## src/rtl/uarch_pkg.sv

```systemverilog
// Shared micro-architecture types for the RV32IM front end.
package uarch_pkg;
   localparam int unsigned FETCH_WIDTH = 2;
   localparam int unsigned INST_W      = 32;

   typedef struct packed {
      logic [31:0]                        pc;
      logic [FETCH_WIDTH-1:0][INST_W-1:0] inst;
      logic [FETCH_WIDTH-1:0]             mask;
   } fetch_packet_t;

   function automatic logic [31:0] align8(input logic [31:0] a);
      return a & 32'hFFFF_FFF8;
   endfunction
endpackage

```

## src/rtl/fetch_unit_if.sv

```systemverilog
// Icache request/response, backend redirect and decode handshake of the fetch stage.
interface fetch_unit_if;
   import uarch_pkg::*;

   logic [31:0]         icache_addr;
   logic                icache_re;
   logic                icache_stall;
   logic [2*INST_W-1:0] icache_dout;
   logic                icache_dout_val;
   logic                redirect_val;
   logic [31:0]         redirect_pc;
   logic                fb_valid;
   logic                fb_ready;
   logic [31:0]         fb_pc;
   logic [INST_W-1:0]   fb_inst0;
   logic [INST_W-1:0]   fb_inst1;
   logic [1:0]          fb_mask;

   modport master (
      output icache_addr, icache_re, fb_valid, fb_pc, fb_inst0, fb_inst1, fb_mask,
      input  icache_stall, icache_dout, icache_dout_val, redirect_val, redirect_pc, fb_ready
   );

   modport slave (
      input  icache_addr, icache_re, fb_valid, fb_pc, fb_inst0, fb_inst1, fb_mask,
      output icache_stall, icache_dout, icache_dout_val, redirect_val, redirect_pc, fb_ready
   );
endinterface

```

## src/rtl/fetch_buffer.sv

```systemverilog
// Circular FIFO of fetch packets with flush; pointers carry one extra wrap bit.
module fetch_buffer
   import uarch_pkg::*;
#(
   parameter int unsigned DEPTH = 4,
   localparam int unsigned AW = $clog2(DEPTH)
) (
   input  logic          clk,
   input  logic          rst,
   input  logic          flush,
   input  logic          push,
   input  fetch_packet_t wdata,
   input  logic          pop,
   output fetch_packet_t head,
   output logic [AW:0]   count,
   output logic          full,
   output logic          empty
);
   logic [AW:0]   wptr;
   logic [AW:0]   rptr;
   fetch_packet_t mem [DEPTH];
   logic          do_pop;

   always_comb begin
      count  = wptr - rptr;
      empty  = (wptr == rptr);
      full   = (wptr[AW] != rptr[AW]) && (wptr[AW-1:0] == rptr[AW-1:0]);
      do_pop = pop && !empty;
      head   = mem[rptr[AW-1:0]];
   end

   always_ff @(posedge clk) begin
      if (!rst || flush) begin
         wptr <= '0;
         rptr <= '0;
      end else begin
         if (push)   wptr <= wptr + 1'b1;
         if (do_pop) rptr <= rptr + 1'b1;
      end
   end

   // Storage is not reset; only the pointers define occupancy.
   always_ff @(posedge clk) begin
      if (rst && !flush && push) mem[wptr[AW-1:0]] <= wdata;
   end
endmodule

```

## src/rtl/fetch_unit.sv

```systemverilog
// 2-wide fetch stage: PC generation, credit-limited icache requests, packet buffering, redirect squash.
module fetch_unit
   import uarch_pkg::*;
#(
   parameter logic [31:0] RESET_PC = 32'h0000_0000,
   parameter int unsigned FB_DEPTH = 4,
   parameter int unsigned MAX_OUT  = 2
) (
   input logic          clk,
   input logic          rst,
   fetch_unit_if.master fif
);
   localparam int unsigned OW = $clog2(MAX_OUT + 1);
   localparam int unsigned TW = (MAX_OUT > 1) ? $clog2(MAX_OUT) : 1;
   localparam int unsigned CW = $clog2(FB_DEPTH) + 1;

   logic [31:0]   fetch_pc;
   logic [OW-1:0] outstanding;
   logic [OW-1:0] out_nxt;
   logic [OW-1:0] drop_cnt;
   logic [31:0]   tag_q [MAX_OUT];
   logic [TW-1:0] tag_wr;
   logic [TW-1:0] tag_rd;

   logic          issue;
   logic          accept;
   logic          resp;
   logic          push;
   logic          pop;
   logic          valid;
   fetch_packet_t pkt;
   fetch_packet_t head;
   logic [CW-1:0] fb_count;
   logic          fb_full;
   logic          fb_empty;

   function automatic logic [TW-1:0] tag_inc(input logic [TW-1:0] p);
      return (p == TW'(MAX_OUT - 1)) ? '0 : p + 1'b1;
   endfunction

   always_comb begin
      // A response with nothing outstanding can only be pre-reset residue.
      resp    = fif.icache_dout_val && (outstanding != '0);
      issue   = rst && !fif.redirect_val && (outstanding < OW'(MAX_OUT)) &&
                ((32'(fb_count) + 32'(outstanding)) < 32'(FB_DEPTH));
      accept  = issue && !fif.icache_stall;
      out_nxt = outstanding + OW'(accept) - OW'(resp);
      push    = resp && (drop_cnt == '0) && !fif.redirect_val;
      valid   = rst && !fb_empty;
      pop     = valid && fif.fb_ready && !fif.redirect_val;

      pkt.pc      = align8(tag_q[tag_rd]);
      pkt.inst[0] = fif.icache_dout[INST_W-1:0];
      pkt.inst[1] = fif.icache_dout[2*INST_W-1:INST_W];
      pkt.mask    = tag_q[tag_rd][2] ? 2'b10 : 2'b11;
   end

   always_ff @(posedge clk) begin
      if (!rst) begin
         fetch_pc    <= RESET_PC;
         outstanding <= '0;
         drop_cnt    <= '0;
         tag_wr      <= '0;
         tag_rd      <= '0;
      end else begin
         outstanding <= out_nxt;
         if (fif.redirect_val) begin
            fetch_pc <= fif.redirect_pc & 32'hFFFF_FFFC;
            drop_cnt <= out_nxt;
         end else begin
            if (accept) fetch_pc <= align8(fetch_pc) + 32'd8;
            if (resp && (drop_cnt != '0)) drop_cnt <= drop_cnt - 1'b1;
         end
         if (accept) tag_wr <= tag_inc(tag_wr);
         if (resp)   tag_rd <= tag_inc(tag_rd);
      end
   end

   // Tag entries survive a redirect so squashed responses still retire in order.
   always_ff @(posedge clk) begin
      if (rst && accept) tag_q[tag_wr] <= fetch_pc;
   end

   fetch_buffer #(.DEPTH(FB_DEPTH)) u_fb (
      .clk   (clk),
      .rst   (rst),
      .flush (fif.redirect_val),
      .push  (push),
      .wdata (pkt),
      .pop   (pop),
      .head  (head),
      .count (fb_count),
      .full  (fb_full),
      .empty (fb_empty)
   );

   always_comb begin
      fif.icache_addr = rst ? align8(fetch_pc) : align8(RESET_PC);
      fif.icache_re   = issue;
      fif.fb_valid    = valid;
      fif.fb_pc       = head.pc;
      fif.fb_inst0    = head.inst[0];
      fif.fb_inst1    = head.inst[1];
      fif.fb_mask     = valid ? head.mask : '0;
   end

   a_no_overflow: assert property (@(posedge clk) disable iff (!rst) !(push && fb_full && !pop));
endmodule

```

## src/flat_wrapper.sv

```systemverilog
// flat-port wrapper written by rule: the top's interface ports become plain ports
module fetch_unit_flat import uarch_pkg::*;
#(
   parameter logic [31:0] RESET_PC = 32'h0000_0000,
   parameter int unsigned FB_DEPTH = 4,
   parameter int unsigned MAX_OUT  = 2
)
  (clk, rst, fif_icache_addr, fif_icache_re, fif_fb_valid, fif_fb_pc, fif_fb_inst0, fif_fb_inst1, fif_fb_mask, fif_icache_stall, fif_icache_dout, fif_icache_dout_val, fif_redirect_val, fif_redirect_pc, fif_fb_ready);
  fetch_unit_if fif_i ();
  input logic clk;
  input logic rst;
  output wire logic [$bits(fif_i.icache_addr)-1:0] fif_icache_addr;
  output wire logic [$bits(fif_i.icache_re)-1:0] fif_icache_re;
  output wire logic [$bits(fif_i.fb_valid)-1:0] fif_fb_valid;
  output wire logic [$bits(fif_i.fb_pc)-1:0] fif_fb_pc;
  output wire logic [$bits(fif_i.fb_inst0)-1:0] fif_fb_inst0;
  output wire logic [$bits(fif_i.fb_inst1)-1:0] fif_fb_inst1;
  output wire logic [$bits(fif_i.fb_mask)-1:0] fif_fb_mask;
  input wire logic [$bits(fif_i.icache_stall)-1:0] fif_icache_stall;
  input wire logic [$bits(fif_i.icache_dout)-1:0] fif_icache_dout;
  input wire logic [$bits(fif_i.icache_dout_val)-1:0] fif_icache_dout_val;
  input wire logic [$bits(fif_i.redirect_val)-1:0] fif_redirect_val;
  input wire logic [$bits(fif_i.redirect_pc)-1:0] fif_redirect_pc;
  input wire logic [$bits(fif_i.fb_ready)-1:0] fif_fb_ready;
  assign fif_icache_addr = fif_i.icache_addr;
  assign fif_icache_re = fif_i.icache_re;
  assign fif_fb_valid = fif_i.fb_valid;
  assign fif_fb_pc = fif_i.fb_pc;
  assign fif_fb_inst0 = fif_i.fb_inst0;
  assign fif_fb_inst1 = fif_i.fb_inst1;
  assign fif_fb_mask = fif_i.fb_mask;
  assign fif_i.icache_stall = fif_icache_stall;
  assign fif_i.icache_dout = fif_icache_dout;
  assign fif_i.icache_dout_val = fif_icache_dout_val;
  assign fif_i.redirect_val = fif_redirect_val;
  assign fif_i.redirect_pc = fif_redirect_pc;
  assign fif_i.fb_ready = fif_fb_ready;
  fetch_unit #(.RESET_PC(RESET_PC), .FB_DEPTH(FB_DEPTH), .MAX_OUT(MAX_OUT)) u_core (.clk(clk), .rst(rst), .fif(fif_i));
endmodule
```

## config.mk

```make
export PLATFORM = sky130hd
export DESIGN_NAME = fetch_unit_flat
export DESIGN_NICKNAME = d
export VERILOG_FILES = /design/src/rtl/uarch_pkg.sv /design/src/rtl/fetch_unit_if.sv /design/src/rtl/fetch_buffer.sv /design/src/rtl/fetch_unit.sv /design/src/flat_wrapper.sv
export SDC_FILE = /design/constraint.sdc
export NUM_CORES = 1
export LEC_CHECK = 0
export ABC_AREA = 0
export BUFFER_PORTS_ARGS = -buffer_cell sky130_fd_sc_hd__buf_2
export CORE_AREA = 2 2 245 223
export CTS_BUF_LIST = sky130_fd_sc_hd__clkbuf_4
export DETAILED_ROUTE_END_ITERATION = 7
export DIE_AREA = 0 0 247 225
export SLEW_MARGIN = 40
export SYNTH_ARGS = -nofsm -noshare
export SYNTH_HDL_FRONTEND = slang
export SYNTH_SLANG_ARGS = --single-unit
```

## constraint.sdc

```tcl
create_clock -name clk -period 5.9 [get_ports clk]
set_clock_uncertainty 0.1 [all_clocks]
set_input_delay 0 -clock clk [delete_from_list [all_inputs] [get_ports clk]]
set_output_delay 0 -clock clk [all_outputs]
set_load 0.02 [all_outputs]
```

==> results of run 1 <==
==> state kept, by name, indices dropped and copies added, names as in the netlist, named ones only <==
signal              cells
u_core.outstanding      2
u_core.drop_cnt         2
u_core.tag_rd           1
u_core.tag_q           60
u_core.u_fb.wptr        3
u_core.tag_wr           1
u_core.u_fb.rptr        3
u_core.fetch_pc        30
u_core.u_fb.mem       376
==> critical path, cell delays in order, from the launching register on <==
cell and delay (ns):
dfxtp_1 0.37, inv_1 0.11, ha_1 0.20, inv_1 0.06, fa_1 0.43, ha_1 0.19, or4b_1 0.48, or4_1 0.48
buf_4 0.26, clkinv_2 0.26, nand3_2 0.16, a2bb2oi_1 0.16, dlygate4sd3_1 0.57, a21oi_1 0.16, dlygate4sd3_1 0.58
==> worst max path at each step <==
stage / endpoint / slack [ns] / depth (start not counted)
after detailed placement: u_core.tag_q[1][2]$_DFFE_PP_ / 2.02 / 11
final: u_core.fetch_pc[24]$_SDFFE_PN0P_ / 1.20 / 14
after global placement: u_core.tag_q[1][19]$_DFFE_PP_ / 2.00 / 11
after CTS: u_core.fetch_pc[24]$_SDFFE_PN0P_ / 1.28 / 14
after floorplan: u_core.tag_q[0][10]$_DFFE_PP_ / 1.44 / 11
after global routing: u_core.fetch_pc[24]$_SDFFE_PN0P_ / 0.95 / 14
==> routing by layer <==
metal / global-route usage (%) / vias up
li1: - / 5030
met2: 25.5 / 357
met4: 6.30 / 2
met1: 19.5 / 5462
met3: 4.89 / 76
met5: 0 / -
==> metrics by stage <==
stage / total power [mW] / instance area, µm² / cells
floorplan: 4.30 / 18400 / 940
global placement: 4.49 / 20400 / 1830
detailed placement: 4.51 / 20400 / 1832
CTS: 7.68 / 24600 / 2303
global route: 7.94 / 24700 / 2310
finish: 7.57 / 24700 / 2311
==> power groups by stage <==
stage | clock (mW) | combinational (mW) | sequential [mW]
floorplan | 0 | 0.352 | 3.95
global placement | 0 | 0.526 | 3.97
detailed placement | 0 | 0.539 | 3.97
CTS | 3.11 | 0.676 | 3.89
global route | 3.30 | 0.739 | 3.90
finish | 3.00 | 0.675 | 3.89
==> layout by cell type, fill, tap and decap left out, types with 28 or more instances in the layout <==
| cell | instances |
|---|---|
| edfxtp_1 | 436 |
| dlygate4sd3_1 | 256 |
| buf_2 | 225 |
| clkbuf_4 | 192 |
| mux4_2 | 94 |
| dfxtp_1 | 43 |
| and2_1 | 29 |
| mux2_2 | 29 |
| a21oi_1 | 29 |
| nand2_1 | 28 |
==> kinds of logic after synthesis <==
group,synth area share [%]
flops,76.1
other cells,0.0204
xor+xnor,1.17
simple gates,4.67
buf+inv,1.53
mux,13.4
fa+ha+maj,0.925
compound gates,2.24
==> cell type report <==
cell class                      count  area [µm²]  area share, %
Sequential cell                   481       14000           56.8
Multi-Input combinational cell    395        4160           16.9
Timing Repair Buffer              501        3890           15.8
Clock buffer                      192        1440           5.84
Tap cell                          697         872           3.54
Clock inverter                     23         230          0.933
Inverter                           15        57.6          0.233
Antenna cell                        7        17.5         0.0710
==> flow_summary.json, run 1 <==
{
  "hold_viol_final": 0,
  "post_cts_resized": 0,
  "clkTransAtPathRegs_ns": 0.06,
  "ys.flop_type": "edfxtp_1",
  "grt_pass1_wl_um": 65100,
  "combPwrFrac_pct": 8.9,
  "post-place-ws_ns": 2.02,
  "slew_headroom_pct": 47.0,
  "crit_path_max_fanout": 31,
  "r2r-start": "u_core.u_fb.wptr[0]$_SDFFE_PP0P_",
  "num_io_pins": 234,
  "hp-class": "in2reg",
  "ctsHtreeMaxLevel": 4,
  "vdd_ir_drop_max_mv": 0.172,
  "cp.arrival_ns": 5.44,
  "core-area_um2": 52800,
  "max_freq_mhz": 213,
  "fin_crit_ns": 4.70,
  "post-cts-setup-buffers": 0,
  "tightest_slew_ns": 0.787,
  "r2r_end": "u_core.fetch_pc[24]$_SDFFE_PN0P_",
  "r2r_cells": 14,
  "synth.avg_cell_area_um2": 19.7,
  "clock_power_share_pct": 39.6,
  "rsz0062_at_grt": "no",
  "setup-violations-final": 0,
  "grt_antenna_before_repair": 3,
  "num_vias": 10927,
  "drive_gt1_share_pct": 36.4,
  "grt-ovfl-total": 0,
  "drt-initial-drc-count": 676,
  "whs_path_depth": 4,
  "synth_most_common_cell": "edfxtp_1",
  "numClockSinks": 481,
  "avgViaCountPerCell": 4.73,
  "reg2reg_slack_ns": 1.20,
  "grt_start_max_net_pins": 53,
  "status": "finished clean",
  "first_global_vias": 11871,
  "synth_enable_flop_cells": 436,
  "yosysTopAreaCellShare_pct": 71.2,
  "nets": 1639,
  "syn2layout_area_growth_pct": 34.1,
  "finish.utilization_pct": 46.8,
  "ant_nets": 0,
  "grt_usage_pct": 15.7,
  "syn_area_um2": 18400,
  "cp.required_ns": 6.64,
  "place_congestion": 0.772,
  "ys_ff_latch": 481,
  "wl_met1_um": 17900,
  "clock_latency_ns": 0.93,
  "period_share_pct": 79.6,
  "worstSetupPathType": "reg2reg",
  "drc": 0,
  "initial_core_util_pct": 34.9,
  "synthTopCellsByCount": "edfxtp_1, mux4_2, dfxtp_1",
  "p_seq_share_pct": 51.4,
  "clock-root-buffer": "clkbuf_4",
  "cts_buffers": 130,
  "async_flop_share_pct": 0,
  "rows": 80,
  "hold_buffers": 256,
  "drt_wl_total_um": 42400,
  "power_switching_mw": 1.71,
  "p_int_mw": 5.86,
  "clk_path_buf_depth": 3,
  "endpoint_kind": "flip-flop",
  "setup_tns_ns": 0,
  "seq_area_frac_synth_pct": 76.1,
  "cts_tree": "built",
  "fillers": 4570,
  "die_h_um": 225,
  "min_from": "rst",
  "highest_layer": "met5",
  "worstSetupStartpointType": "flip-flop",
  "swShare_pct": 22.6,
  "synth.area.top_cells": "edfxtp_1, mux4_2, dfxtp_1",
  "ys_warn_count": 0,
  "drt_first_pass_iters": 5,
  "drv_slew": 0,
  "layout_setup_ws_ns": 1.20,
  "hold_slack_ns": 0.165,
  "dpl.hpwl_um": 24200,
  "yosys.cell_types.count": 51,
  "die_w_um": 247,
  "yosysTopAreaCell": "edfxtp_1",
  "p_per_area_nw_per_um2": 307,
  "netlist_instances": 935,
  "wl_met2_um": 20800,
  "min_to": "u_core.tag_wr$_SDFFE_PN0P_",
  "crit_start": "u_core.u_fb.wptr[0]$_SDFFE_PP0P_",
  "dieArea_um2": 55600,
  "port-buffer-count": 225,
  "routedWlPerCell_um": 18.4,
  "p_leak_nw": 8.60,
  "wl_met3_um": 2900,
  "max_cap_viol_count": 0
}
No activity file was read; power rests on OpenSTA's default activity.
==> inputs of run 2 (changes only) <==
clock period = 4.65 ns   (was 5.9 ns; I/O delays follow)
==> flow_summary.json, run 2 (synthesis results as in run 1) <==
{
  "initial_core_util_pct": 34.9,
  "hp-class": "in2reg",
  "drv_slew": 0,
  "grt_antenna_before_repair": 2,
  "min_from": "rst",
  "final_cell_mix": "edfxtp_1, dlygate4sd3_1, buf_2",
  "port-buffer-count": 225,
  "rsz0062_at_grt": "no",
  "clock-root-buffer": "clkbuf_4",
  "hold_viol_final": 0,
  "max_cap_viol_count": 0,
  "p_leak_nw": 8.65,
  "syn2layout_area_growth_pct": 34.7,
  "ctsHtreeMaxLevel": 4,
  "final_common_cell": "edfxtp_1",
  "slew_headroom_pct": 39.8,
  "vdd_ir_drop_max_mv": 0.202,
  "drt_wl_total_um": 43200,
  "cts_buffers": 131,
  "fin_crit_ns": 4.46,
  "avgViaCountPerCell": 4.74,
  "drt_first_pass_iters": 4,
  "crit_path_max_fanout": 21,
  "setup_tns_ns": 0,
  "grt-ovfl-total": 0,
  "total_power_mw": 9.61,
  "num_vias": 11001,
  "dpl_cell_area_um2": 20500,
  "grt_pass1_wl_um": 66300,
  "cpPeakStageDelay_ns": 0.62,
  "r2r-start": "u_core.u_fb.wptr[0]$_SDFFE_PP0P_",
  "numClockSinks": 481,
  "crit_path_cell_trace": "inv_1, ha_1, inv_1, fa_1, ha_1, or4b_1, or4_4, buf_4, and3_1, a21oi_1, dlygate4sd3_1, o22ai_1, dlygate4sd3_1",
  "grt_usage_pct": 15.9,
  "die_w_um": 247,
  "worstSetupPathType": "reg2reg",
  "clkTransAtPathRegs_ns": 0.07,
  "setup-violations-final": 0,
  "r2r_cells": 13,
  "dieArea_um2": 55600,
  "tightest_slew_ns": 0.894,
  "p_per_area_nw_per_um2": 388,
  "whs_path_depth": 3,
  "routedWlPerCell_um": 18.6,
  "dpl.hpwl_um": 25400,
  "crit_buf_inv": 5,
  "drt-initial-drc-count": 549,
  "max_freq_mhz": 224,
  "core-area_um2": 52800,
  "fin_area_um2": 24800,
  "nets": 1648,
  "cts_tree": "built",
  "num_io_pins": 234,
  "min_to": "u_core.outstanding[0]$_SDFF_PN0_",
  "period_share_pct": 96.0,
  "drive_gt1_share_pct": 36.8,
  "r2r_end": "u_core.fetch_pc[31]$_SDFFE_PN0P_",
  "cp.required_ns": 5.37,
  "rows": 80,
  "largest_register_ffs": 376,
  "ant_nets": 0,
  "clk_path_buf_depth": 3,
  "fillers": 4523,
  "cp.arrival_ns": 5.18,
  "die_h_um": 225,
  "first_global_vias": 11976,
  "path_delay_family": "buffers and inverters",
  "place_congestion": 0.778,
  "clock_latency_ns": 0.93,
  "status": "finished clean",
  "grt_start_max_net_pins": 45,
  "worstSetupStartpointType": "flip-flop",
  "endpoint_kind": "flip-flop",
  "reg2reg_slack_ns": 0.19,
  "cp_slowest_cell": "or4_4",
  "drc": 0
}
run 2: changes by cell type in the layout (fill, tap and decap cells not counted), moves of 2 or more:
cell      previous run  this run
buf_12               4         9
buf_4               16        20
clkinv_1            12        16
clkinv_2             5         2
diode_2              7         5
inv_2                2         5
run 2: area by class of cell:
class                      count  area (µm²)  share of cell area, %
tap                          697         872                   3.52
sequential                   481       14000                   56.5
clock buffer                 193        1450                   5.85
antenna                        5        12.5                 0.0505
inverter                      15        58.8                  0.237
timing repair buffer         509        4010                   16.2
clock inverter                26         209                  0.843
multi-input combinational    395        4170                   16.8
run 2: worst max path at each step:
stage,from,endpoint,depth (start not counted)
5_1_grt,u_core.u_fb.wptr[0]$_SDFFE_PP0P_,u_core.fetch_pc[24]$_SDFFE_PN0P_,13
3_3_place_gp,u_core.u_fb.wptr[0]$_SDFFE_PP0P_,u_core.tag_q[1][29]$_DFFE_PP_,10
6_report,u_core.u_fb.wptr[0]$_SDFFE_PP0P_,u_core.fetch_pc[31]$_SDFFE_PN0P_,13
4_1_cts,u_core.u_fb.wptr[0]$_SDFFE_PP0P_,u_core.fetch_pc[24]$_SDFFE_PN0P_,13
2_1_floorplan,u_core.u_fb.wptr[0]$_SDFFE_PP0P_,u_core.tag_q[0][10]$_DFFE_PP_,11
3_5_place_dp,u_core.u_fb.wptr[0]$_SDFFE_PP0P_,u_core.tag_q[1][21]$_DFFE_PP_,10
run 2: report_power, final:
| group | total [mW] | internal [mW] | switching, mW |
|---|---|---|---|
| sequential | 4.95 | 4.88 | 0.0719 |
| clock | 3.80 | 2.10 | 1.70 |
| combinational | 0.865 | 0.421 | 0.445 |
run 2: layer usage:
metal	routed length (µm)	track usage, %	vias up	part of all wire, %
li1	-	-	5047	-
met1	18300	20.1	5539	42
met2	21000	25.4	335	49
met3	2790	4.89	80	6.5
met4	989	6.84	0	2.3
met5	0	0	-	0
run 2: through the flow:
stage | util [%] | std cells | setup slack, ns | hold WS, ns
finish | 47.0 | 2321 | 0.185 | 0.127
global route | 47.0 | 2318 | 0.00446 | 0.103
CTS | 46.9 | 2314 | 0.0249 | 0.0172
detailed placement | 38.9 | 1840 | 0.718 | 0.120
global placement | 38.7 | 1834 | 0.771 | 0.112
floorplan | - | 940 | 0.188 | -0.00113
run 2: worst register-to-register path, cell delays in order (launching register included):
cell and delay, ns:
dfxtp_1 0.37, inv_1 0.12, ha_1 0.21, inv_1 0.07
fa_1 0.44, ha_1 0.19, or4b_1 0.49, or4_4 0.62
buf_4 0.25, and3_1 0.21, a21oi_1 0.10, dlygate4sd3_1 0.55
o22ai_1 0.07, dlygate4sd3_1 0.58
run 2: repair_timing:
| item | 4_1_cts | 5_1_grt |
|---|---|---|
| hold endpoints to repair | 378 | 0 |
| resized for setup | 0 | 2 |
| buffers inserted | 0 | 2 |
| setup endpoints to repair | 0 | 8 |
| hold buffers | 255 | 0 |
